[config.mk]
export PLATFORM = sky130hd
export DESIGN_NAME = i_mem_access_flat
export DESIGN_NICKNAME = d
export VERILOG_FILES = /design/src/rtl/i_mem_access_if.sv /design/src/rtl/i_mem_access.sv /design/src/flat_wrapper.sv
export SDC_FILE = /design/constraint.sdc
export NUM_CORES = 1
export LEC_CHECK = 0
export BUFFER_PORTS_ARGS = -buffer_cell sky130_fd_sc_hd__buf_2
export CAP_MARGIN = 10
export CORE_MARGIN = 1
export CORE_UTILIZATION = 30
export CTS_CLUSTER_SIZE = 10
export DETAILED_ROUTE_END_ITERATION = 6
export HOLD_SLACK_MARGIN = 0.05
export SYNTH_ARGS = -nofsm -noshare
export SYNTH_HDL_FRONTEND = slang
export SYNTH_SLANG_ARGS = --single-unit
[constraint.sdc]
create_clock -name i_clk -period 1.8 [get_ports i_clk]
set_input_delay 0 -clock i_clk [delete_from_list [all_inputs] [get_ports i_clk]]
set_output_delay 0 -clock i_clk [all_outputs]
set_load 0.01 [all_outputs]
[src/rtl/i_mem_access_if.sv]
// Data-memory bus between the memory-access stage (master) and data memory (slave).
// req/ack handshake with word address, lane-replicated write data and byte enables.
interface i_mem_access_if #(
  parameter int DATA_WIDTH = 32
);
  localparam int BE_WIDTH = DATA_WIDTH / 8;

  logic                  o_dmem_req;
  logic                  o_dmem_we;
  logic [DATA_WIDTH-1:0] o_dmem_addr;
  logic [DATA_WIDTH-1:0] o_dmem_wdata;
  logic [BE_WIDTH-1:0]   o_dmem_be;
  logic                  i_dmem_ack;
  logic [DATA_WIDTH-1:0] i_dmem_rdata;

  modport master (
    output o_dmem_req, o_dmem_we, o_dmem_addr, o_dmem_wdata, o_dmem_be,
    input  i_dmem_ack, i_dmem_rdata
  );

  modport slave (
    input  o_dmem_req, o_dmem_we, o_dmem_addr, o_dmem_wdata, o_dmem_be,
    output i_dmem_ack, i_dmem_rdata
  );
endinterface

[src/rtl/i_mem_access.sv]
// RISC-V memory-access stage: req/ack data bus, load formatting, registered writeback result.
// Optional MEM_MISALIGN_TRAP_EN: misaligned H/W accesses complete locally with o_IM_misaligned.
//
//   state | meaning
//   IDLE  | accepting instructions from execute; pass-through completes in 1 cycle
//   BUSY  | bus request outstanding, upstream stalled until i_dmem_ack
module i_mem_access #(
  parameter  int DATA_WIDTH = 32,
  localparam int BE_WIDTH   = DATA_WIDTH / 8
) (
  input  logic                  i_clk,
  input  logic                  i_reset_n,
  input  logic                  i_ctrl_valid,
  input  logic                  i_ctrl_mem_read,
  input  logic                  i_ctrl_mem_write,
  input  logic [2:0]            i_ctrl_funct3,
  input  logic [DATA_WIDTH-1:0] i_IE_result,
  input  logic [DATA_WIDTH-1:0] i_IE_data_write,
  output logic                  o_stall,
  i_mem_access_if.master        dmem,
  output logic                  o_IM_valid,
  output logic [DATA_WIDTH-1:0] o_IM_result,
  output logic                  o_IM_misaligned
);

  typedef enum logic {IDLE, BUSY} state_t;

  state_t                state_q, state_d;
  logic                  req_q, req_d;
  logic                  we_q, we_d;
  logic [DATA_WIDTH-1:0] addr_q, addr_d;
  logic [DATA_WIDTH-1:0] wdata_q, wdata_d;
  logic [BE_WIDTH-1:0]   be_q, be_d;
  logic [2:0]            f3_q, f3_d;
  logic [1:0]            lane_q, lane_d;
  logic                  valid_q, valid_d;
  logic [DATA_WIDTH-1:0] result_q, result_d;
  logic                  mis_q, mis_d;
  logic                  mem_op;
  logic                  trap;

  assign mem_op = i_ctrl_mem_read | i_ctrl_mem_write;

`ifdef MEM_MISALIGN_TRAP_EN
  logic acc_byte, acc_half;
  // Stores only recognise 000/001 as sub-word; loads also accept the unsigned encodings.
  always_comb begin
    if (i_ctrl_mem_write) begin
      acc_byte = (i_ctrl_funct3 == 3'b000);
      acc_half = (i_ctrl_funct3 == 3'b001);
    end else begin
      acc_byte = (i_ctrl_funct3[1:0] == 2'b00);
      acc_half = (i_ctrl_funct3[1:0] == 2'b01);
    end
  end
  assign trap = mem_op &&
                ((acc_half && i_IE_result[0]) ||
                 (!acc_half && !acc_byte && (i_IE_result[1:0] != 2'b00)));
`else
  assign trap = 1'b0;
`endif

  function automatic logic [DATA_WIDTH-1:0] fmt_load(input logic [2:0] f3,
                                                     input logic [1:0] lane,
                                                     input logic [DATA_WIDTH-1:0] rdata);
    logic [7:0]  b;
    logic [15:0] h;
    b = rdata[{lane, 3'b000} +: 8];
    h = lane[1] ? rdata[31:16] : rdata[15:0];
    case (f3)
      3'b000:  fmt_load = {{24{b[7]}}, b};
      3'b100:  fmt_load = {24'd0, b};
      3'b001:  fmt_load = {{16{h[15]}}, h};
      3'b101:  fmt_load = {16'd0, h};
      default: fmt_load = rdata;
    endcase
  endfunction

  always_ff @(posedge i_clk) begin
    if (!i_reset_n) begin
      state_q  <= IDLE;
      req_q    <= 1'b0;
      we_q     <= 1'b0;
      addr_q   <= '0;
      wdata_q  <= '0;
      be_q     <= '0;
      f3_q     <= 3'b000;
      lane_q   <= 2'b00;
      valid_q  <= 1'b0;
      result_q <= '0;
      mis_q    <= 1'b0;
    end else begin
      state_q  <= state_d;
      req_q    <= req_d;
      we_q     <= we_d;
      addr_q   <= addr_d;
      wdata_q  <= wdata_d;
      be_q     <= be_d;
      f3_q     <= f3_d;
      lane_q   <= lane_d;
      valid_q  <= valid_d;
      result_q <= result_d;
      mis_q    <= mis_d;
    end
  end

  always_comb begin
    state_d  = state_q;
    req_d    = req_q;
    we_d     = we_q;
    addr_d   = addr_q;
    wdata_d  = wdata_q;
    be_d     = be_q;
    f3_d     = f3_q;
    lane_d   = lane_q;
    valid_d  = 1'b0;
    result_d = result_q;
    mis_d    = mis_q;
    o_stall  = 1'b0;
    case (state_q)
      IDLE: begin
        if (i_ctrl_valid) begin
          if (!mem_op || trap) begin
            valid_d  = 1'b1;
            result_d = i_IE_result;
            mis_d    = trap;
          end else begin
            o_stall = 1'b1;
            req_d   = 1'b1;
            we_d    = i_ctrl_mem_write;
            addr_d  = {i_IE_result[DATA_WIDTH-1:2], 2'b00};
            lane_d  = i_IE_result[1:0];
            f3_d    = i_ctrl_funct3;
            state_d = BUSY;
            case (i_ctrl_funct3)
              3'b000:  wdata_d = {4{i_IE_data_write[7:0]}};
              3'b001:  wdata_d = {2{i_IE_data_write[15:0]}};
              default: wdata_d = i_IE_data_write;
            endcase
            if (!i_ctrl_mem_write) begin
              be_d = 4'b1111;
            end else begin
              case (i_ctrl_funct3)
                3'b000:  be_d = 4'b0001 << i_IE_result[1:0];
                3'b001:  be_d = i_IE_result[1] ? 4'b1100 : 4'b0011;
                default: be_d = 4'b1111;
              endcase
            end
          end
        end
      end
      BUSY: begin
        o_stall = !dmem.i_dmem_ack;
        if (dmem.i_dmem_ack) begin
          req_d    = 1'b0;
          valid_d  = 1'b1;
          mis_d    = 1'b0;
          result_d = we_q ? {addr_q[DATA_WIDTH-1:2], lane_q}
                          : fmt_load(f3_q, lane_q, dmem.i_dmem_rdata);
          state_d  = IDLE;
        end
      end
      default: state_d = IDLE;
    endcase
  end

  assign dmem.o_dmem_req   = req_q;
  assign dmem.o_dmem_we    = we_q;
  assign dmem.o_dmem_addr  = addr_q;
  assign dmem.o_dmem_wdata = wdata_q;
  assign dmem.o_dmem_be    = be_q;
  assign o_IM_valid        = valid_q;
  assign o_IM_result       = result_q;
  assign o_IM_misaligned   = mis_q;

endmodule

[src/flat_wrapper.sv]
// flat-port wrapper written by rule: the top's interface ports become plain ports
module i_mem_access_flat 
#(
  parameter  int DATA_WIDTH = 32,
  localparam int BE_WIDTH   = DATA_WIDTH / 8
)
  (i_clk, i_reset_n, i_ctrl_valid, i_ctrl_mem_read, i_ctrl_mem_write, i_ctrl_funct3, i_IE_result, i_IE_data_write, o_stall, o_IM_valid, o_IM_result, o_IM_misaligned, dmem_o_dmem_req, dmem_o_dmem_we, dmem_o_dmem_addr, dmem_o_dmem_wdata, dmem_o_dmem_be, dmem_i_dmem_ack, dmem_i_dmem_rdata);
  i_mem_access_if #(.DATA_WIDTH(DATA_WIDTH)) dmem_i ();
  input  logic i_clk;
  input  logic i_reset_n;
  input  logic i_ctrl_valid;
  input  logic i_ctrl_mem_read;
  input  logic i_ctrl_mem_write;
  input  logic [2:0] i_ctrl_funct3;
  input  logic [DATA_WIDTH-1:0] i_IE_result;
  input  logic [DATA_WIDTH-1:0] i_IE_data_write;
  output logic o_stall;
  output logic o_IM_valid;
  output logic [DATA_WIDTH-1:0] o_IM_result;
  output logic o_IM_misaligned;
  output wire logic [$bits(dmem_i.o_dmem_req)-1:0] dmem_o_dmem_req;
  output wire logic [$bits(dmem_i.o_dmem_we)-1:0] dmem_o_dmem_we;
  output wire logic [$bits(dmem_i.o_dmem_addr)-1:0] dmem_o_dmem_addr;
  output wire logic [$bits(dmem_i.o_dmem_wdata)-1:0] dmem_o_dmem_wdata;
  output wire logic [$bits(dmem_i.o_dmem_be)-1:0] dmem_o_dmem_be;
  input wire logic [$bits(dmem_i.i_dmem_ack)-1:0] dmem_i_dmem_ack;
  input wire logic [$bits(dmem_i.i_dmem_rdata)-1:0] dmem_i_dmem_rdata;
  assign dmem_o_dmem_req = dmem_i.o_dmem_req;
  assign dmem_o_dmem_we = dmem_i.o_dmem_we;
  assign dmem_o_dmem_addr = dmem_i.o_dmem_addr;
  assign dmem_o_dmem_wdata = dmem_i.o_dmem_wdata;
  assign dmem_o_dmem_be = dmem_i.o_dmem_be;
  assign dmem_i.i_dmem_ack = dmem_i_dmem_ack;
  assign dmem_i.i_dmem_rdata = dmem_i_dmem_rdata;
  i_mem_access #(.DATA_WIDTH(DATA_WIDTH)) u_core (.i_clk(i_clk), .i_reset_n(i_reset_n), .i_ctrl_valid(i_ctrl_valid), .i_ctrl_mem_read(i_ctrl_mem_read), .i_ctrl_mem_write(i_ctrl_mem_write), .i_ctrl_funct3(i_ctrl_funct3), .i_IE_result(i_IE_result), .i_IE_data_write(i_IE_data_write), .o_stall(o_stall), .dmem(dmem_i), .o_IM_valid(o_IM_valid), .o_IM_result(o_IM_result), .o_IM_misaligned(o_IM_misaligned));
endmodule
==> results.md, run 1 <==
* Worst EP arrival at 1.92 ns
* Max FO, Critical Path at 8
* Multi-input gate area at 2960 um^2
* Drt total wl at 20900 um
* CTS tree: done
* CTS clk-pin slew, worst paths at roughly 0.08 ns
* Syn_area_per_cell at roughly 7.9 um^2
* Outcome: finished, final reports clean
* Largest net degree at the start of global routing at 49
* WP data required at 2.04 ns
* Max cap viols at 0
* DRC Markers at 0
* Num rows at 48
* Top cells by area, synth: dfxtp_1 (39%), a21oi_1 (10%), nand2_1 (10%)
* Fmax at around 0.60 GHz
* Final Non-Filler Cells at 1195
* Post-Syn Instances at 695
* Die W at 137 um
* Global Route Usage Sum at 22.0%
* Setup Skew at 0.0138 ns
* Seq cells post-synth at 107
* Total number of vias at 6042
* Worst setup path category: reg2reg
* Worst r2r src: u_core.lane_q[1]
* Hold Vio Cnt, Final at 0
* Clk Latency, worst-skew pair at 0.36 ns
* Die ar. at around 19000 um^2
* Clock Sink Count at 107
* Dpl hpwl at 14600 um
* Top cell type's share of synthesized area at a little under 40%
* Cells after DPL at 1093
* Area leader, netlist: dfxtp_1
* Slew HR at 67.0%
* Critical Path Sink Type: register
* Number of DRC markers in iteration 0 at 389
* Core Footprint at 17500 um^2
* Total gr overflow at 0
* Maximum clock insertion buffer count at 2
* Final worst-path cycle share at slightly above 90%
* Worst setup margin at between 0.1 and 0.15 ns
* DRT Pass-1 Iters at 5
* Initial Util at 31.2%
* Yosys cell types at 57
* Storage cell area at between 2000 and 2500 um^2
* Peak supply drop at roughly 0.58 mV
* Worst R2R Path Depth at 4
* Critical path cell sequence: mux2_2 -> a22oi_2 -> o211ai_2 -> o311a_1
* CTS Buf Count at 9
* Hold path start: dmem_i_dmem_rdata[27]
* WL/cell at 17.5 um
* Syn-to-layout area delta at 44.6%
* Number of global-route vias before repair at between 5k and 6k
* ANT nets after route at 0
* Crit path launch: u_core.lane_q[1]
* Endpoints failing setup at 0
* First-pass GRT wire length at 31200 um
* Share of cells above drive strength 1 at approximately 29%
* Reg2Reg Setup Slack at 0.12 ns
* Root buffer cell: clkbuf_16
* Final Max Tran Viols at 0
* Final #Nets at 1068
* Sequential share of the synthesized area at 39.2%
* RSZ-0062 raised after global routing: false
* Slowest CP cell: o311a_1
* Setup tns final at 0 ns
* Pre-CTS WS at 0.0529 ns
* Htree depth at 3
* Cell leakage power at 3.43 nW
* Final min period at around 1.7 ns
* IO Count at 210
* Post-Syn Area at around 5500 um^2
* Critical path endpoint: u_core.o_IM_result[9]
* Slowest stage delay, CP at 0.41 ns
* Filler cell count at 1780
* Avg Vias per Cell at 5.06
* Die Height at 137 um
* Power per cell area at 783 nW/um^2
* Setup repair bufs after CTS at 0
* Worst hold path type: in2reg
* R2R Path End: u_core.o_IM_result[9]
* Yosys Warn Count at 0
* Initial antenna violation count at 1
* Worst-Margin Slew at 0.490 ns
* I/O Buffers at about 200
* Placer Congestion at 0.903
* Setup crit start kind: register
## final cells by class
cell class | instances | share of cell area (%)
timing repair buffer | 320 | 27.3
multi-input combinational | 510 | 37.5
antenna | 2 | 0.0633
sequential | 107 | 27.1
clock inverter | 5 | 0.776
clock buffer | 11 | 2.94
tap | 225 | 3.56
inverter | 15 | 0.712
## synth_stat cells (all sizes together)
cell     instances
nand2          147
a21oi          114
dfxtp          107
o21ai           45
clkbuf          35
nor2            34
buf             30
mux2i           20
a211o           16
inv             15
a211oi          13
nor2b           13
mux2            12
o211ai          12
a22o             9
a311oi           9
a31oi            9
o311a            8
a221oi           7
nand2b           6
and2             3
a22oi            2
a2bb2oi          2
nand3            2
nor3             2
nor4             2
o32a             2
or2              2
or3              2
a21boi           1
a21o             1
a311o            1
a32o             1
and3             1
conb             1
nor3b            1
o21ba            1
o21bai           1
o221a            1
o22ai            1
o311ai           1
o41ai            1
or3b             1
or4              1
## routing by layer
metal	wire, um	track usage [%]
met5	0	0
met4	594	9.65
met3	1390	3.52
met2	9320	32.9
met1	9620	30.8
## how the worst min path moves through the flow
| stage | depth (start not counted) | to | slack (ns) |
|---|---|---|---|
| after floorplan | 1 | o_stall | 0.13 |
| after global placement | 3 | u_core.dmem.o_dmem_addr[4] | 0.26 |
| after detailed placement | 3 | u_core.dmem.o_dmem_addr[4] | 0.26 |
| after CTS | 4 | u_core.o_IM_result[27] | 0.06 |
| after global routing | 4 | u_core.o_IM_result[24] | 0.07 |
| final | 4 | u_core.o_IM_result[27] | 0.07 |
## what timing repair did
action / 4_1_cts / 5_1_grt
hold buffers: 84 / 0
hold endpoints to repair: 98 / 0
endpoints found under the setup margin: 0 / 10
resized for setup: 0 / 1
## placed cells by master (no fill, tap or decap), types with 3 or more instances in the layout
| cell type | synthesis | routed |
|---|---|---|
| buf_2 | 11 | 206 |
| nand2_1 | 147 | 147 |
| a21oi_1 | 114 | 114 |
| dfxtp_1 | 107 | 105 |
| dlygate4sd3_1 | 0 | 84 |
| o21ai_0 | 44 | 44 |
| nor2_1 | 33 | 33 |
| buf_4 | 15 | 25 |
| mux2i_1 | 20 | 20 |
| a211o_1 | 16 | 16 |
| inv_1 | 15 | 14 |
| a211oi_1 | 13 | 13 |
| mux2_2 | 12 | 12 |
| nor2b_1 | 12 | 11 |
| o211ai_1 | 11 | 11 |
| a311oi_1 | 9 | 9 |
| a31oi_1 | 9 | 9 |
| clkbuf_16 | 0 | 9 |
| a22o_1 | 8 | 8 |
| o311a_1 | 8 | 8 |
| nand2b_1 | 6 | 6 |
| a221oi_1 | 5 | 5 |
| buf_12 | 0 | 5 |
| and2_1 | 3 | 3 |
| conb_1 | 1 | 3 |
## metrics by stage
| stage | utilization (%) | instance area, um^2 | power (mW) | hold WS [ns] |
|---|---|---|---|---|
| global route | 45.1 | 7900 | 6.47 | 0.0722 |
| finish | 45.1 | 7910 | 6.19 | 0.0654 |
| global placement | 38.6 | 6760 | 4.04 | 0.256 |
| detailed placement | 38.6 | 6760 | 4.05 | 0.258 |
| floorplan | - | 5470 | 3.46 | 0.126 |
| CTS | 45.0 | 7900 | 6.23 | 0.0586 |
## critical path: cells and delay by family (launching register included)
family          cells  cell delay, ns
mux                 1            0.39
compound gates      3            0.77
flops               1            0.40
## logic make-up (layout without fill, tap and decap cells)
group / count (synthesis) / count (layout) / share of synthesized area (%)
AND/OR/NAND/NOR: 217 / 217 / 17.1
AO/OA/AOI/OAI: 258 / 258 / 30.5
multiplexers: 32 / 32 / 6.13
flip-flops: 107 / 107 / 39.2
other: 1 / 5 / 0.0686
buffers and inverters: 80 / 351 / 7.07
## power breakdown
group	internal [mW]	switching (mW)
sequential	2.54	0.115
combinational	0.671	0.829
clock	1.09	0.945
## registers in the layout (all words and copies together), names as in the netlist
signal and cells:
u_core.dmem.o_dmem_req 1, u_core.f3_q 3, u_core.dmem.o_dmem_addr 30, u_core.dmem.o_dmem_wdata 32, u_core.lane_q 2, u_core.o_IM_result 32
u_core.state_q 1, u_core.o_IM_valid 1, u_core.dmem.o_dmem_be 4, u_core.dmem.o_dmem_we 1
Power figures use the tool's default switching activity.
==> run 2: changes to the inputs <==
- CTS_CLUSTER_SIZE: 10 -> 24
- MAX_ROUTING_LAYER: not set -> met4
==> run 2 against run 1 <==
Worst hold slack lost 0.0023 ns. Die area stayed put. Cell count decreased by 0.42%. Fmax rose by 0.17%. Flip-flop and latch count did not move. Global-route usage rose by 0.23 points. Register-to-register slack about the same. Core utilization shrank 0.24 points. Critical path depth grew 1. Routed wire length fell by 2.3%. Count of clock-buffer cells in the layout unchanged. Critical path type unchanged. Critical endpoint is now u_core.o_IM_result[1].
==> results.md, run 2 (synthesis results as in run 1) <==
* CTS clk-pin slew, worst paths at 0.07 ns
* Final Max Tran Viols at 0
* Clk Latency, worst-skew pair at 0.35 ns
* Drt total wl at 20400 um
* CTS tree: done
* Most frequent cells in the layout: buf_2 (206), nand2_1 (147), a21oi_1 (114), dfxtp_1 (105), dlygate4sd3_1 (82)
* Slowest stage delay, CP at 0.54 ns
* Hold path start: dmem_i_dmem_rdata[17]
* DRT Pass-1 Iters at 5
* Root buffer cell: clkbuf_16
* Clock Sink Count at 107
* Setup tns final at 0 ns
* Critical path cell sequence: buf_4 -> inv_1 -> or3_1 -> o311ai_0 -> a221oi_2
* Filler cell count at 1789
* Number of DRC markers in iteration 0 at 381
* Htree depth at 3
* Maximum clock insertion buffer count at 2
* Final worst-path cycle share at about 93%
* Setup crit start kind: register
* DRC Markers at 0
* Worst EP arrival at 1.89 ns
* Setup repair bufs after CTS at 0
* Finished Core Util at 44.8%
* Final Non-Filler Cells at 1190
* Placer Congestion at 0.933
* IO Count at 210
* Power per cell area at 772 nW/um^2
* First-pass GRT wire length at 30700 um
* Total number of vias at 6010
* # diodes at 0
* Hold Vio Cnt, Final at 0
* Outcome: finished, final reports clean
* Fmax at 0.597 GHz
* Core Footprint at 17500 um^2
* WL/cell at about 17 um
* Syn-to-layout area delta at 43.8%
* Initial Util at between 30% and 40%
* Die W at around 140 um
* Final min period at 1.67 ns
* Cell leakage power at 3.42 nW
* Crit path launch: u_core.f3_q[1]
* Tot Pwr at approximately 6 mW
* Endpoints failing setup at 0
* Leading cell type in the layout, fill and taps excluded: buf_2
* Dpl hpwl at 14500 um
* Peak supply drop at 0.556 mV
* Worst r2r src: u_core.f3_q[1]
* Initial antenna violation count at 0
* I/O Buffers at 206
* Slowest CP cell: dfxtp_1
* Final Cell Area at 7860 um^2
* ANT nets after route at 0
* Max cap viols at 0
* RSZ-0062 raised after global routing: false
* Worst setup path category: reg2reg
* Avg Vias per Cell at 5.05
* Dpl cell area at 6760 um^2
* Num rows at 48
* Setup Skew at ~0.010 ns
* Worst hold path type: in2reg
* Critical Path Sink Type: register
* WP data required at roughly 2 ns
* Max FO, Critical Path at 17
* Largest net degree at the start of global routing at between 40 and 50
* Number of global-route vias before repair at 5488
* Die ar. at 18800 um^2
* Total gr overflow at 0
* Final #Nets at 1066
* Share of cells above drive strength 1 at 29.2%
* Cells after DPL at roughly 1.1k
* Global Route Usage Sum at between 20 and 25%
* CTS Buf Count at 9
* Die Height at 137 um
[run 2: path summary, 6_finish.rpt]
path	end	slack (ns)	cells past startpoint
min reg2reg	u_core.dmem.o_dmem_wdata[7]	0.45	2
min	u_core.o_IM_result[17]	0.06	4
max reg2reg	u_core.o_IM_result[1]	0.13	5
max	u_core.o_IM_result[1]	0.13	5
[run 2: metrics by stage]
stage / worst slack (ns) / hold slack [ns]
after floorplan: 0.197 / 0.126
after global placement: 0.109 / 0.255
after detailed placement: 0.0702 / 0.260
after CTS: 0.0597 / 0.0503
after global routing: 0.0437 / 0.0568
final: 0.126 / 0.0631
[run 2: per-layer routing]
metal,up-vias,global-route usage [%],share of wire (%)
met2,238,32.7,45
met3,46,5.15,7.2
met1,2736,29.6,46
li1,2990,-,-
met4,0,7.45,2.5
met5,-,-,0
[run 2: area by class of cell]
class | instances | area, um^2 | share of cell area, %
sequential | 107 | 2140 | 27.3
inverter | 15 | 56.3 | 0.716
tap | 225 | 282 | 3.58
clock buffer | 11 | 243 | 3.09
multi-input combinational | 510 | 2960 | 37.7
clock inverter | 4 | 33.8 | 0.430
timing repair buffer | 318 | 2140 | 27.2
[run 2: power by group]
part / total (mW) / internal (mW) / switching, mW / leakage (nW)
Sequential: 2.65 / 2.54 / 0.114 / 0.880
Combinational: 1.49 / 0.668 / 0.821 / 2.40
Clock: 1.93 / 0.985 / 0.944 / 0.133
[run 2: what timing repair did]
| action | in CTS | in global routing |
|---|---|---|
| gates resized for setup | 0 | 1 |
| hold endpoints to repair | 97 | 0 |
| setup endpoints to repair | 0 | 9 |
| hold buffers | 82 | 0 |
[run 2: worst max-delay path, delay by kind of cell (launching register included)]
family / cells / cell delay (ns)
buffers and inverters: 2 / 0.36
and+or+nand+nor: 1 / 0.36
DFF: 1 / 0.54
AOI/OAI and AO/OA: 2 / 0.28
==> run 3: changes to the inputs <==
- CORE_UTILIZATION: 30 -> 49
- PLACE_DENSITY: not set -> 0.8
==> run 3 against run 2 <==
Sequential share of layout area increased by 0.37 points. Core utilization increased by 27 points. Final area decreased by 1.4%. Total power decreased by 5.2%. Setup slack got worse by 0.017 ns. Non-clock buffer count increased by 8. Register-to-register slack got worse by 0.02 ns. Largest power group unchanged. Highest routed layer unchanged.
==> results.md, run 3 (synthesis results as in run 1) <==
* Worst setup path category: reg2reg
* Number of global-route vias before repair at 6159
* Peak supply drop at roughly 0.48 mV
* Slowest stage delay, CP at around 0.36 ns
* WL/cell at around 18 um
* Pre-CTS WS at 0.131 ns
* Syn-to-layout area delta at 41.8%
* Cell leakage power at 3.42 nW
* Critical path cell sequence: nor2b_2 -> buf_4 -> nor2b_4 -> buf_12 -> nor2_1 -> a311oi_1
* Maximum clock insertion buffer count at 2
* Clk Latency, worst-skew pair at 0.37 ns
* Finished Core Util at 71.5%
* Buf+Inv Stages, Crit Path at 2
* Final worst-path cycle share at between 90 and 100%
* Setup crit start kind: register
* Number of DRC markers in iteration 0 at 497
* Initial Util at 50.4%
* First-pass GRT wire length at 30600 um
* Avg Vias per Cell at ~5.7
* Max FO, Critical Path at 60
* Worst hold path type: in2reg
* Placer Congestion at 0.947
* Die W at approximately 110 um
* Outcome: finished, final reports clean
* I/O Buffers at around 210
* ANT nets after route at 0
* Die Height at 108 um
* Dpl hpwl at 12600 um
* Slowest CP cell: dfxtp_2
* Final #Nets at 1074
* Worst setup margin at 0.109 ns
* Initial antenna violation count at 0
* Setup Skew at approximately 0.013 ns
* Share of cells above drive strength 1 at 28.8%
* Worst hold margin at about 0.06 ns
* Worst-Margin Slew at around 0.52 ns
* Setup tns final at 0 ns
* DRC Markers at 0
* IO Count at 210
* Max cap viols at 0
* CTS clk-pin slew, worst paths at 0.10 ns
* Hold-fix buffers, CTS at approximately 90
* Tot Pwr at 5.75 mW
* Leading cell type in the layout, fill and taps excluded: buf_2
* Num rows at 38
* CP top delay family: simple AND/OR/NAND/NOR gates
* DRT Pass-1 Iters at 5
* Htree depth at 3
* Endpoints failing setup at 0
* Fmax at 0.591 GHz
* Post-CTS sizing at 0
* Hold Vio Cnt, Final at 0
* Global Route Usage Sum at 34.9%
* Die ar. at 11600 um^2
* # diodes at 0
* Final Max Tran Viols at 0
* Drt total wl at 20000 um
* Final min period at 1.69 ns
* Setup repair bufs after CTS at 0
* RSZ-0062 raised after global routing: false
* Power per cell area at ~740 nW/um^2
* WP data required at 2.05 ns
* CTS Buf Count at 9
* Clock Sink Count at 107
* Core Footprint at 10800 um^2
* Slew HR at about 65%
* Largest net degree at the start of global routing at 61
* Worst EP arrival at 1.94 ns
* Total number of vias at 6378
* Most frequent cells in the layout: buf_2 (206), nand2_1 (147), a21oi_1 (114), dfxtp_1 (106), dlygate4sd3_1 (89)
* Total gr overflow at 0
* Root buffer cell: clkbuf_8
* CTS tree: done
* Critical Path Sink Type: register
==> run 3: cell types whose count changed in the layout (fill, tap and decap cells not counted), sizes merged <==
cell,before,now
dlygate4sd3,82,89
inv,17,15
bufinv,0,2
buf,236,237
clkinvlp,1,0
==> run 3: worst paths after layout <==
kind | endpoint | from | slack, ns | cells past startpoint
worst min register to register | u_core.dmem.o_dmem_wdata[27] | u_core.dmem.o_dmem_wdata[27] | 0.46 | 2
worst max register to register | u_core.dmem.o_dmem_wdata[21] | u_core.state_q | 0.11 | 6
worst min-delay path | u_core.o_IM_result[14] | dmem_i_dmem_rdata[14] | 0.06 | 3
worst max-delay path | u_core.dmem.o_dmem_wdata[21] | u_core.state_q | 0.11 | 6
==> run 3: through the flow <==
stage	area, um^2	std cells
3_5_place_dp	6670	1009
6_report	7750	1112
3_3_place_gp	6670	1009
5_1_grt	7750	1112
4_1_cts	7750	1112
2_1_floorplan	5470	697
==> run 3: worst reg2reg max path: stages, from the launching register on <==
cell	delay, ns
dfxtp_2	0.36
nor2b_2	0.20
buf_4	0.18
nor2b_4	0.18
buf_12	0.25
nor2_1	0.11
a311oi_1	0.31
==> run 3: layout make-up <==
type,count,area (um^2)
Clock buffer,11,131
Clock inverter,3,65.1
Fill cell,809,3090
Inverter,15,56.3
Multi-Input combinational cell,510,2960
Sequential cell,107,2140
Tap cell,140,175
Timing Repair Buffer,326,2220
==> run 3: metal layers <==
metal  vias up  track usage [%]  wire, um
li1       2998                -         -
met1      2943             41.9      7970
met2       353             56.5      9540
met3        84             5.21      1660
met4         0             18.3       793
met5         -                -         0
==> run 3: power breakdown <==
group          internal, mW  total (mW)  switching [mW]  leakage [nW]
Combinational         0.679        1.51           0.829          2.44
Sequential             2.54        2.65           0.115         0.879
Clock                 0.771        1.59           0.822        0.0992
